===== config.mk =====
export PLATFORM = sky130hd
export DESIGN_NAME = button_event_classifier_flat
export DESIGN_NICKNAME = d
export VERILOG_FILES = /design/src/rtl/button_event_classifier_if.sv /design/src/rtl/button_event_classifier.sv /design/src/flat_wrapper.sv
export SDC_FILE = /design/constraint.sdc
export NUM_CORES = 1
export LEC_CHECK = 0
export ABC_CLOCK_PERIOD_IN_PS = 1600
export CORE_MARGIN = 3
export CORE_UTILIZATION = 31
export DETAILED_ROUTE_END_ITERATION = 10
export GPL_TIMING_DRIVEN = 0
export MAX_ROUTING_LAYER = met4
export PLACE_DENSITY_LB_ADDON = 0.12
export SYNTH_ARGS = -nofsm -noshare
export SYNTH_HDL_FRONTEND = slang
export SYNTH_SLANG_ARGS = --single-unit

===== constraint.sdc =====
create_clock -name clk -period 1.6 [get_ports clk]
set_input_delay 0.4 -clock clk [delete_from_list [all_inputs] [get_ports clk]]
set_output_delay 0.4 -clock clk [all_outputs]
set_load 0.05 [all_outputs]

===== src/rtl/button_event_classifier_if.sv =====
// Purpose: bundles the classifier's gesture inputs and its event/busy outputs.
// Latency: none, this is wiring only.
// Backpressure: none; the events are fire-and-forget pulses.
interface button_event_classifier_if;
  logic press;
  logic level;
  logic short_press;
  logic long_press;
  logic double_press;
  logic busy;

  // The upstream side drives the debounced inputs and observes the events.
  modport master (
    output press,
    output level,
    input  short_press,
    input  long_press,
    input  double_press,
    input  busy
  );

  // The classifier consumes the inputs and produces the events.
  modport slave (
    input  press,
    input  level,
    output short_press,
    output long_press,
    output double_press,
    output busy
  );
endinterface


===== src/rtl/button_event_classifier.sv =====
// Purpose: classifies each button gesture as short, long or double press.
// Latency: long after LONG_CYC held cycles; short DBL_WIN cycles after release; double on 2nd release.
// Backpressure: none; each event is a single registered pulse, at most one per cycle.
module button_event_classifier #(
  parameter int unsigned     CW       = 8,
  parameter logic [CW-1:0]   LONG_CYC = 8'd50,
  parameter logic [CW-1:0]   DBL_WIN  = 8'd30
) (
  input  logic                        clk,
  input  logic                        rst_n,
  button_event_classifier_if.slave    btn
);

  typedef enum logic [2:0] {
    IDLE     = 3'd0,
    HELD     = 3'd1,
    LONGHOLD = 3'd2,
    WAIT2    = 3'd3,
    HELD2    = 3'd4
  } state_t;

  // Terminal counts; the counter never reaches beyond these, so it cannot wrap.
  localparam logic [CW-1:0] LONG_LAST = LONG_CYC - 1'b1;
  localparam logic [CW-1:0] DBL_LAST  = DBL_WIN - 1'b1;

  state_t        state_q, state_d;
  logic [CW-1:0] cnt_q, cnt_d;
  logic          short_press_q, short_press_d;
  logic          long_press_q, long_press_d;
  logic          double_press_q, double_press_d;

  // Next-state, counter and event decode; events are only ever raised on an exit transition.
  always_comb begin
    state_d        = state_q;
    cnt_d          = cnt_q;
    short_press_d  = 1'b0;
    long_press_d   = 1'b0;
    double_press_d = 1'b0;
    case (state_q)
      IDLE: begin
        if (btn.press) begin
          state_d = HELD;
          cnt_d   = '0;
        end
      end
      HELD: begin
        // Release wins over the long timeout when both land on the same edge.
        if (!btn.level) begin
          state_d = WAIT2;
          cnt_d   = '0;
        end else if (cnt_q == LONG_LAST) begin
          state_d      = LONGHOLD;
          long_press_d = 1'b1;
        end else begin
          cnt_d = cnt_q + 1'b1;
        end
      end
      LONGHOLD: begin
        if (!btn.level) begin
          state_d = IDLE;
        end
      end
      WAIT2: begin
        // A second press wins over the window timeout on the same edge.
        if (btn.press) begin
          state_d = HELD2;
        end else if (cnt_q == DBL_LAST) begin
          state_d       = IDLE;
          short_press_d = 1'b1;
        end else begin
          cnt_d = cnt_q + 1'b1;
        end
      end
      HELD2: begin
        if (!btn.level) begin
          state_d        = IDLE;
          double_press_d = 1'b1;
        end
      end
      default: begin
        state_d = IDLE;
        cnt_d   = '0;
      end
    endcase
  end

  // State, counter and event registers; reset aborts any gesture without an event.
  always_ff @(posedge clk or negedge rst_n) begin
    if (!rst_n) begin
      state_q        <= IDLE;
      cnt_q          <= '0;
      short_press_q  <= 1'b0;
      long_press_q   <= 1'b0;
      double_press_q <= 1'b0;
    end else begin
      state_q        <= state_d;
      cnt_q          <= cnt_d;
      short_press_q  <= short_press_d;
      long_press_q   <= long_press_d;
      double_press_q <= double_press_d;
    end
  end

  assign btn.short_press  = short_press_q;
  assign btn.long_press   = long_press_q;
  assign btn.double_press = double_press_q;
  assign btn.busy         = (state_q != IDLE);

endmodule


===== src/flat_wrapper.sv =====
// flat-port wrapper written by rule: the top's interface ports become plain ports
module button_event_classifier_flat 
#(
  parameter int unsigned     CW       = 8,
  parameter logic [CW-1:0]   LONG_CYC = 8'd50,
  parameter logic [CW-1:0]   DBL_WIN  = 8'd30
)
  (clk, rst_n, btn_press, btn_level, btn_short_press, btn_long_press, btn_double_press, btn_busy);
  button_event_classifier_if btn_i ();
  input  logic clk;
  input  logic rst_n;
  input wire logic [$bits(btn_i.press)-1:0] btn_press;
  input wire logic [$bits(btn_i.level)-1:0] btn_level;
  output wire logic [$bits(btn_i.short_press)-1:0] btn_short_press;
  output wire logic [$bits(btn_i.long_press)-1:0] btn_long_press;
  output wire logic [$bits(btn_i.double_press)-1:0] btn_double_press;
  output wire logic [$bits(btn_i.busy)-1:0] btn_busy;
  assign btn_i.press = btn_press;
  assign btn_i.level = btn_level;
  assign btn_short_press = btn_i.short_press;
  assign btn_long_press = btn_i.long_press;
  assign btn_double_press = btn_i.double_press;
  assign btn_busy = btn_i.busy;
  button_event_classifier #(.CW(CW), .LONG_CYC(LONG_CYC), .DBL_WIN(DBL_WIN)) u_core (.clk(clk), .rst_n(rst_n), .btn(btn_i));
endmodule

==> impl_metrics.env, run 1 <==
export IMPL_ys_flop_type="dfrtp_1"
export IMPL_die_y_um=59.6
export IMPL_pwr_density_cell_nw_per_um2=1850
export IMPL_start_util_pct=34.1
export IMPL_drtIter0Drc=11
export IMPL_start_kind="flip-flop"
export IMPL_drt_wl_total_mm=2.45
export IMPL_num_io_pins=8
export IMPL_syn_num_nets=101
export IMPL_synth_edff_count=0
export IMPL_violations="negative setup slack"
export IMPL_sw_frac_of_total_pct=43.6
export IMPL_fin_ws_ns=-0.0529
export IMPL_instances_no_fill=153
export IMPL_drt_vias_per_instance=5.54
export IMPL_drtAntennaViolNets=0
export IMPL_placementRows=18
export IMPL_grtUsageTotal_pct=16.3
export IMPL_arrival_ns=1.83
export IMPL_p_switching_w=0.00104
export IMPL_clk_pin_slew_ns=0.08
export IMPL_drv_cap=0
export IMPL_grt_pass1_wl_mm=4.13
export IMPL_dieArea_sq_um=3550
export IMPL_whs_ns=0.503
export IMPL_fmax_mhz=605
export IMPL_outcome="finished with violations"
export IMPL_grt_max_degree=15
export IMPL_ctsHtreeMaxLevel=1
export IMPL_cts_sinks=14
export IMPL_end_kind="flip-flop"
export IMPL_fin_crit_sh_pct=103
export IMPL_hold_class="primary input to async pin"
export IMPL_finalHoldViolCount=0
export IMPL_max_slew_margin_rel_pct=57.1
export IMPL_fin_crit_ns=1.65
export IMPL_worst_r2r_setup_slack_ns=-0.05
export IMPL_irDropWorstVdd_uv=1150
export IMPL_area_growth_pct=44.1
export IMPL_dr_pass1_iters=4
export IMPL_antenna_cells=0
export IMPL_setup_viol=6
export IMPL_dp_slack_ns=-0.678
export IMPL_critPathKind="flip-flop to flip-flop"
export IMPL_final_core_util_pct=49.1
export IMPL_grt_ovfl_total=0
export IMPL_post_drt_wl_per_cell_um=16.0
export IMPL_die_x_um=59.6
export IMPL_p_int_w=0.00134
export IMPL_clk_latency_ns=0.28
export IMPL_coreArea_sq_um=2610
export IMPL_setup_tns_ns=-0.167
export IMPL_antenna_found_initial=0
export IMPL_comb_power_share_pct=67.1
export IMPL_grt_pass1_vias=863
export IMPL_crit_fanout=6
export IMPL_num_vias=847
export IMPL_synthTopCellsByArea="dfrtp_1 (39%), inv_1 (4.6%), o21ai_0 (3.4%), a22oi_1 (3.4%), nor2_1 (2.9%)"
export IMPL_synth_cells=95
export IMPL_synth_area_per_cell_sq_um=9.38
export IMPL_dp_cells=132
export IMPL_worstPathRequired_ns=1.78
export IMPL_cts_tree="yes"
export IMPL_nets=131
export IMPL_ctsHoldBuffers=0
export IMPL_numPortBuffers=7
export IMPL_drc=0
export IMPL_drive_gt1_share_pct=37.4
export IMPL_ys_ff_latch=14
export IMPL_ys_seq_area_share_pct=39.3
export IMPL_dp_hpwl_mm=1.48
export IMPL_cts_buffers=3
export IMPL_clock_skew_ns=0.000328
export IMPL_ys_types=39
export IMPL_synth_top_cell_by_area="dfrtp_1"
export IMPL_rsz0062_at_grt="yes"
export IMPL_finalMaxSlewViolations=0
export IMPL_routabilityCongestion=0.811
export IMPL_yosysWarnings=0
export IMPL_pwr_share_seq_pct=24.3
export IMPL_netlist_area_sq_um=891
export IMPL_synthArstFlopShare_pct=100
export IMPL_leakage_nw=0.560
export IMPL_worst_pin_slew_ns=0.642
export IMPL_clockRootBuffer="clkbuf_4"
export IMPL_clockBufferDepth=2
export IMPL_synth_top_area_share_pct=39.3
export IMPL_clkPwrFrac_pct=8.6
logic make-up (layout without fill, tap and decap cells):
group / count (synthesis) / in the layout / synth area share (%)
DFF: 14 / 14 / 39.3
and+or+nand+nor: 34 / 34 / 24.6
AOI/OAI and AO/OA: 31 / 31 / 26.0
buffers and inverters: 13 / 41 / 6.04
adders and majority gates: 2 / 2 / 2.81
muxes: 1 / 1 / 1.26
power groups by stage:
| stage | Sequential [W] | Combinational (W) | Clock, W |
|---|---|---|---|
| floorplan | 0.000554 | 0.000720 | 0 |
| global placement | 0.000572 | 0.000948 | 0 |
| detailed placement | 0.000574 | 0.000952 | 0 |
| CTS | 0.000564 | 0.00138 | 0.000208 |
| global route | 0.000594 | 0.00172 | 0.000232 |
| finish | 0.000577 | 0.00160 | 0.000204 |
cell type report:
cell class                 count  area (sq um)
buffer                         2          22.5
clock buffer                   3          22.5
fill                         232          1330
inverter                      11          41.3
multi-input combinational     68           599
sequential                    14           353
tap                           30          37.5
timing repair buffer          25           208
registers in the layout (all words and copies together) (netlist names):
signal,cells
u_core.cnt_q,8
u_core.btn.long_press,1
u_core.state_q,3
u_core.btn.short_press,1
u_core.btn.double_press,1
through the flow:
step	power, W	instance area [sq um]
after detailed placement	0.00153	998
after floorplan	0.00127	891
after CTS	0.00215	1200
after global routing	0.00255	1280
after global placement	0.00152	998
final	0.00238	1280
worst paths after layout:
path | from | end | depth (start not counted)
min reg2reg | u_core.cnt_q[0] | u_core.cnt_q[0] | 1
min | rst_n | u_core.btn.double_press | 1
max in group asynchronous | rst_n | u_core.state_q[0] | 1
max | u_core.state_q[1] | u_core.cnt_q[1] | 6
min in group clk | btn_press | u_core.state_q[2] | 3
max reg2reg | u_core.state_q[1] | u_core.cnt_q[1] | 6
cell usage in the layout, fill, tap and decap left out, types with 3 or more instances in the layout:
| master | n |
|---|---|
| buf_4 | 17 |
| buf_6 | 4 |
| clkbuf_4 | 3 |
| dfrtp_1 | 12 |
| dlygate4sd2_1 | 4 |
| inv_1 | 10 |
| nand3_1 | 5 |
| nor2_1 | 5 |
| nor4_1 | 3 |
| o21a_1 | 3 |
| o21ai_0 | 5 |
cells in the mapped netlist (2+ instances only):
| library cell | n |
|---|---|
| a22oi_1 | 4 |
| and3_1 | 2 |
| nor4_1 | 3 |
| nor3_1 | 2 |
| ha_1 | 2 |
| o31ai_1 | 2 |
| nand2_1 | 2 |
| a21oi_1 | 4 |
| nor2_1 | 7 |
| o21a_1 | 3 |
| nor2b_1 | 2 |
| o21ai_0 | 6 |
| inv_1 | 11 |
| o22ai_1 | 2 |
| nand4bb_1 | 2 |
| nand3_1 | 5 |
| dfrtp_1 | 14 |
timing repair:
item,CTS,global route
setup endpoints to repair,15,13
hold endpoints to repair,0,0
setup buffers,14,4
pin swaps,5,5
cloned,0,0
resized for setup,27,16
worst max-delay path: stages, from the launching register on:
cell	delay (ns)
dfrtp_1	0.44
buf_6	0.15
buf_6	0.11
or3b_4	0.38
o31ai_4	0.09
a21oi_4	0.07
mux2_4	0.30
per-layer routing:
layer | track usage, % | share of wire [%]
met1 | 19.9 | 47
met2 | 26.2 | 49
met4 | 4.75 | 0.86
met3 | 4.58 | 3.0
met5 | - | 0
No activity file was read; power rests on OpenSTA's default activity.
==> inputs of run 2 (changes only) <==
- CORE_UTILIZATION: 31 -> 49
==> run 2 against run 1 <==
Flip-flop and latch count stayed put. Clock skew is 0.0049 ns higher. Wire length is 13% higher. The flow still finishes with violations (negative setup slack). Count of clock-buffer cells in the layout stayed put. Largest cell class unchanged. Power is 2.1% higher. Critical path depth is 1 lower.
==> impl_metrics.env, run 2 (synthesis gave the netlist of run 1 again) <==
export IMPL_arrival_ns=1.80
export IMPL_final_core_util_pct=79.0
export IMPL_clockBufferDepth=2
export IMPL_grt_pass1_vias=838
export IMPL_reg_top3="u_core.cnt_q: 8 flops, u_core.state_q: 3 flops"
export IMPL_timing_rr_start="u_core.state_q[1]"
export IMPL_antenna_found_initial=0
export IMPL_busiest_layer="met2"
export IMPL_timing_rr_end="u_core.cnt_q[1]"
export IMPL_pwr_share_seq_pct=23.6
export IMPL_drt_wl_total_mm=2.77
export IMPL_drv_cap=0
export IMPL_fin_crit_sh_pct=102
export IMPL_placementRows=14
export IMPL_critPathKind="primary input to flip-flop"
export IMPL_irDropWorstVdd_uv=1530
export IMPL_coreArea_sq_um=1610
export IMPL_grtUsageTotal_pct=22.7
export IMPL_pwr_density_cell_nw_per_um2=1910
export IMPL_clock_skew_ns=0.00523
export IMPL_start_util_pct=55.3
export IMPL_grt_max_degree=15
export IMPL_use_met1_pct=27.7
export IMPL_final_common_cell="buf_4"
export IMPL_cts_tree="yes"
export IMPL_setup_viol=2
export IMPL_cts_buffers=3
export IMPL_leakage_nw=0.561
export IMPL_dr_pass1_iters=4
export IMPL_violations="negative setup slack"
export IMPL_dieArea_sq_um=2370
export IMPL_dp_slack_ns=-0.652
export IMPL_comb_power_share_pct=68.2
export IMPL_outcome="finished with violations"
export IMPL_ctsHoldBuffers=0
export IMPL_p_switching_w=0.00107
export IMPL_met3_usage_pct=5.52
export IMPL_ff2ff_path_depth=5
export IMPL_post_drt_wl_per_cell_um=18.4
export IMPL_numPortBuffers=7
export IMPL_worstPathRequired_ns=1.77
export IMPL_die_y_um=48.6
export IMPL_nets=134
export IMPL_start_kind="primary input"
export IMPL_grtUsageMet2_pct=34.6
export IMPL_num_io_pins=8
export IMPL_finalHoldViolCount=0
export IMPL_finalMaxSlewViolations=0
export IMPL_sw_frac_of_total_pct=44.2
export IMPL_routabilityCongestion=0.886
export IMPL_end_kind="flip-flop"
export IMPL_worst_pin_slew_ns=0.673
export IMPL_clockRootBuffer="clkbuf_4"
export IMPL_drtAntennaViolNets=0
export IMPL_drtIter0Drc=62
export IMPL_max_slew_margin_rel_pct=55.0
export IMPL_area_growth_pct=43.0
export IMPL_dp_hpwl_mm=1.45
export IMPL_clk_latency_ns=0.29
export IMPL_clkPwrFrac_pct=8.2
export IMPL_ctsHtreeMaxLevel=1
export IMPL_largest_reg_flops=8
export IMPL_grt_ovfl_total=0
export IMPL_grt_pass1_wl_mm=4.04
export IMPL_clk_pin_slew_ns=0.08
export IMPL_die_x_um=48.6
export IMPL_whs_ns=0.518
export IMPL_antenna_cells=0
export IMPL_drt_vias_per_instance=6.37
export IMPL_largest_register="u_core.cnt_q"
export IMPL_p_int_w=0.00135
export IMPL_fin_crit_ns=1.62
export IMPL_hold_class="primary input to async pin"
export IMPL_rsz0062_at_grt="yes"
export IMPL_crit_fanout=7
export IMPL_drive_gt1_share_pct=35.7
export IMPL_worst_r2r_setup_slack_ns=-0.02
export IMPL_cts_sinks=14
export IMPL_drc=0
export IMPL_num_vias=955
export IMPL_mostFrequentLayoutCells="buf_4 (18), dfrtp_1 (12), inv_1 (9)"
export IMPL_fmax_mhz=616
export IMPL_fin_ws_ns=-0.0241
-- run 2: worst max-delay path by stage --
| stage | from | end | slack (ns) | depth (start not counted) |
|---|---|---|---|---|
| after floorplan | u_core.state_q[1] | u_core.cnt_q[1] | 0.02 | 5 |
| after global placement | btn_press | u_core.state_q[1] | -0.61 | 5 |
| after detailed placement | btn_press | u_core.cnt_q[2] | -0.65 | 5 |
| after CTS | u_core.state_q[0] | btn_busy | -0.16 | 3 |
| after global routing | u_core.state_q[1] | u_core.cnt_q[1] | -0.08 | 5 |
| final | btn_level | u_core.cnt_q[1] | -0.02 | 5 |
-- run 2: through the flow --
stage	setup TNS [ns]	std cells	total power, W	instance area [sq um]
3_5_place_dp	-6.41	126	0.00152	991
4_1_cts	-0.206	140	0.00206	1160
3_3_place_gp	-6.16	126	0.00149	991
2_1_floorplan	0	95	0.00127	891
5_1_grt	-0.448	150	0.00255	1270
6_report	-0.0265	150	0.00243	1270
-- run 2: area by class of cell --
class,instances,area [sq um]
Multi-Input combinational cell,68,577
Buffer,2,22.5
Tap cell,24,30.0
Inverter,11,41.3
Fill cell,99,338
Clock buffer,3,22.5
Sequential cell,14,353
Timing Repair Buffer,28,228
-- run 2: worst max-delay path, cell delays in order --
cell,delay [ns]
dlygate4sd2_1,0.34
and4bb_1,0.28
a22o_1,0.28
a21oi_4,0.17
mux2_4,0.31
-- run 2: per-layer routing --
metal	vias to the layer above	wire [um]
met5	-	0
met3	17	197
li1	421	-
met1	472	1150
met2	45	1300
met4	0	117
-- run 2: repair_timing --
item	4_1_cts	5_1_grt
pin swaps	3	9
setup endpoints to repair	15	13
resized for setup	23	20
setup buffers	11	9
gates cloned	0	1
-- run 2: power by group through the flow --
stage                     clock (W)  combinational (W)  sequential [W]
after floorplan                   0           0.000720        0.000554
after global placement            0           0.000923        0.000566
after detailed placement          0           0.000947        0.000576
after CTS                  0.000203            0.00130        0.000557
after global routing       0.000219            0.00174        0.000584
final                      0.000200            0.00166        0.000572
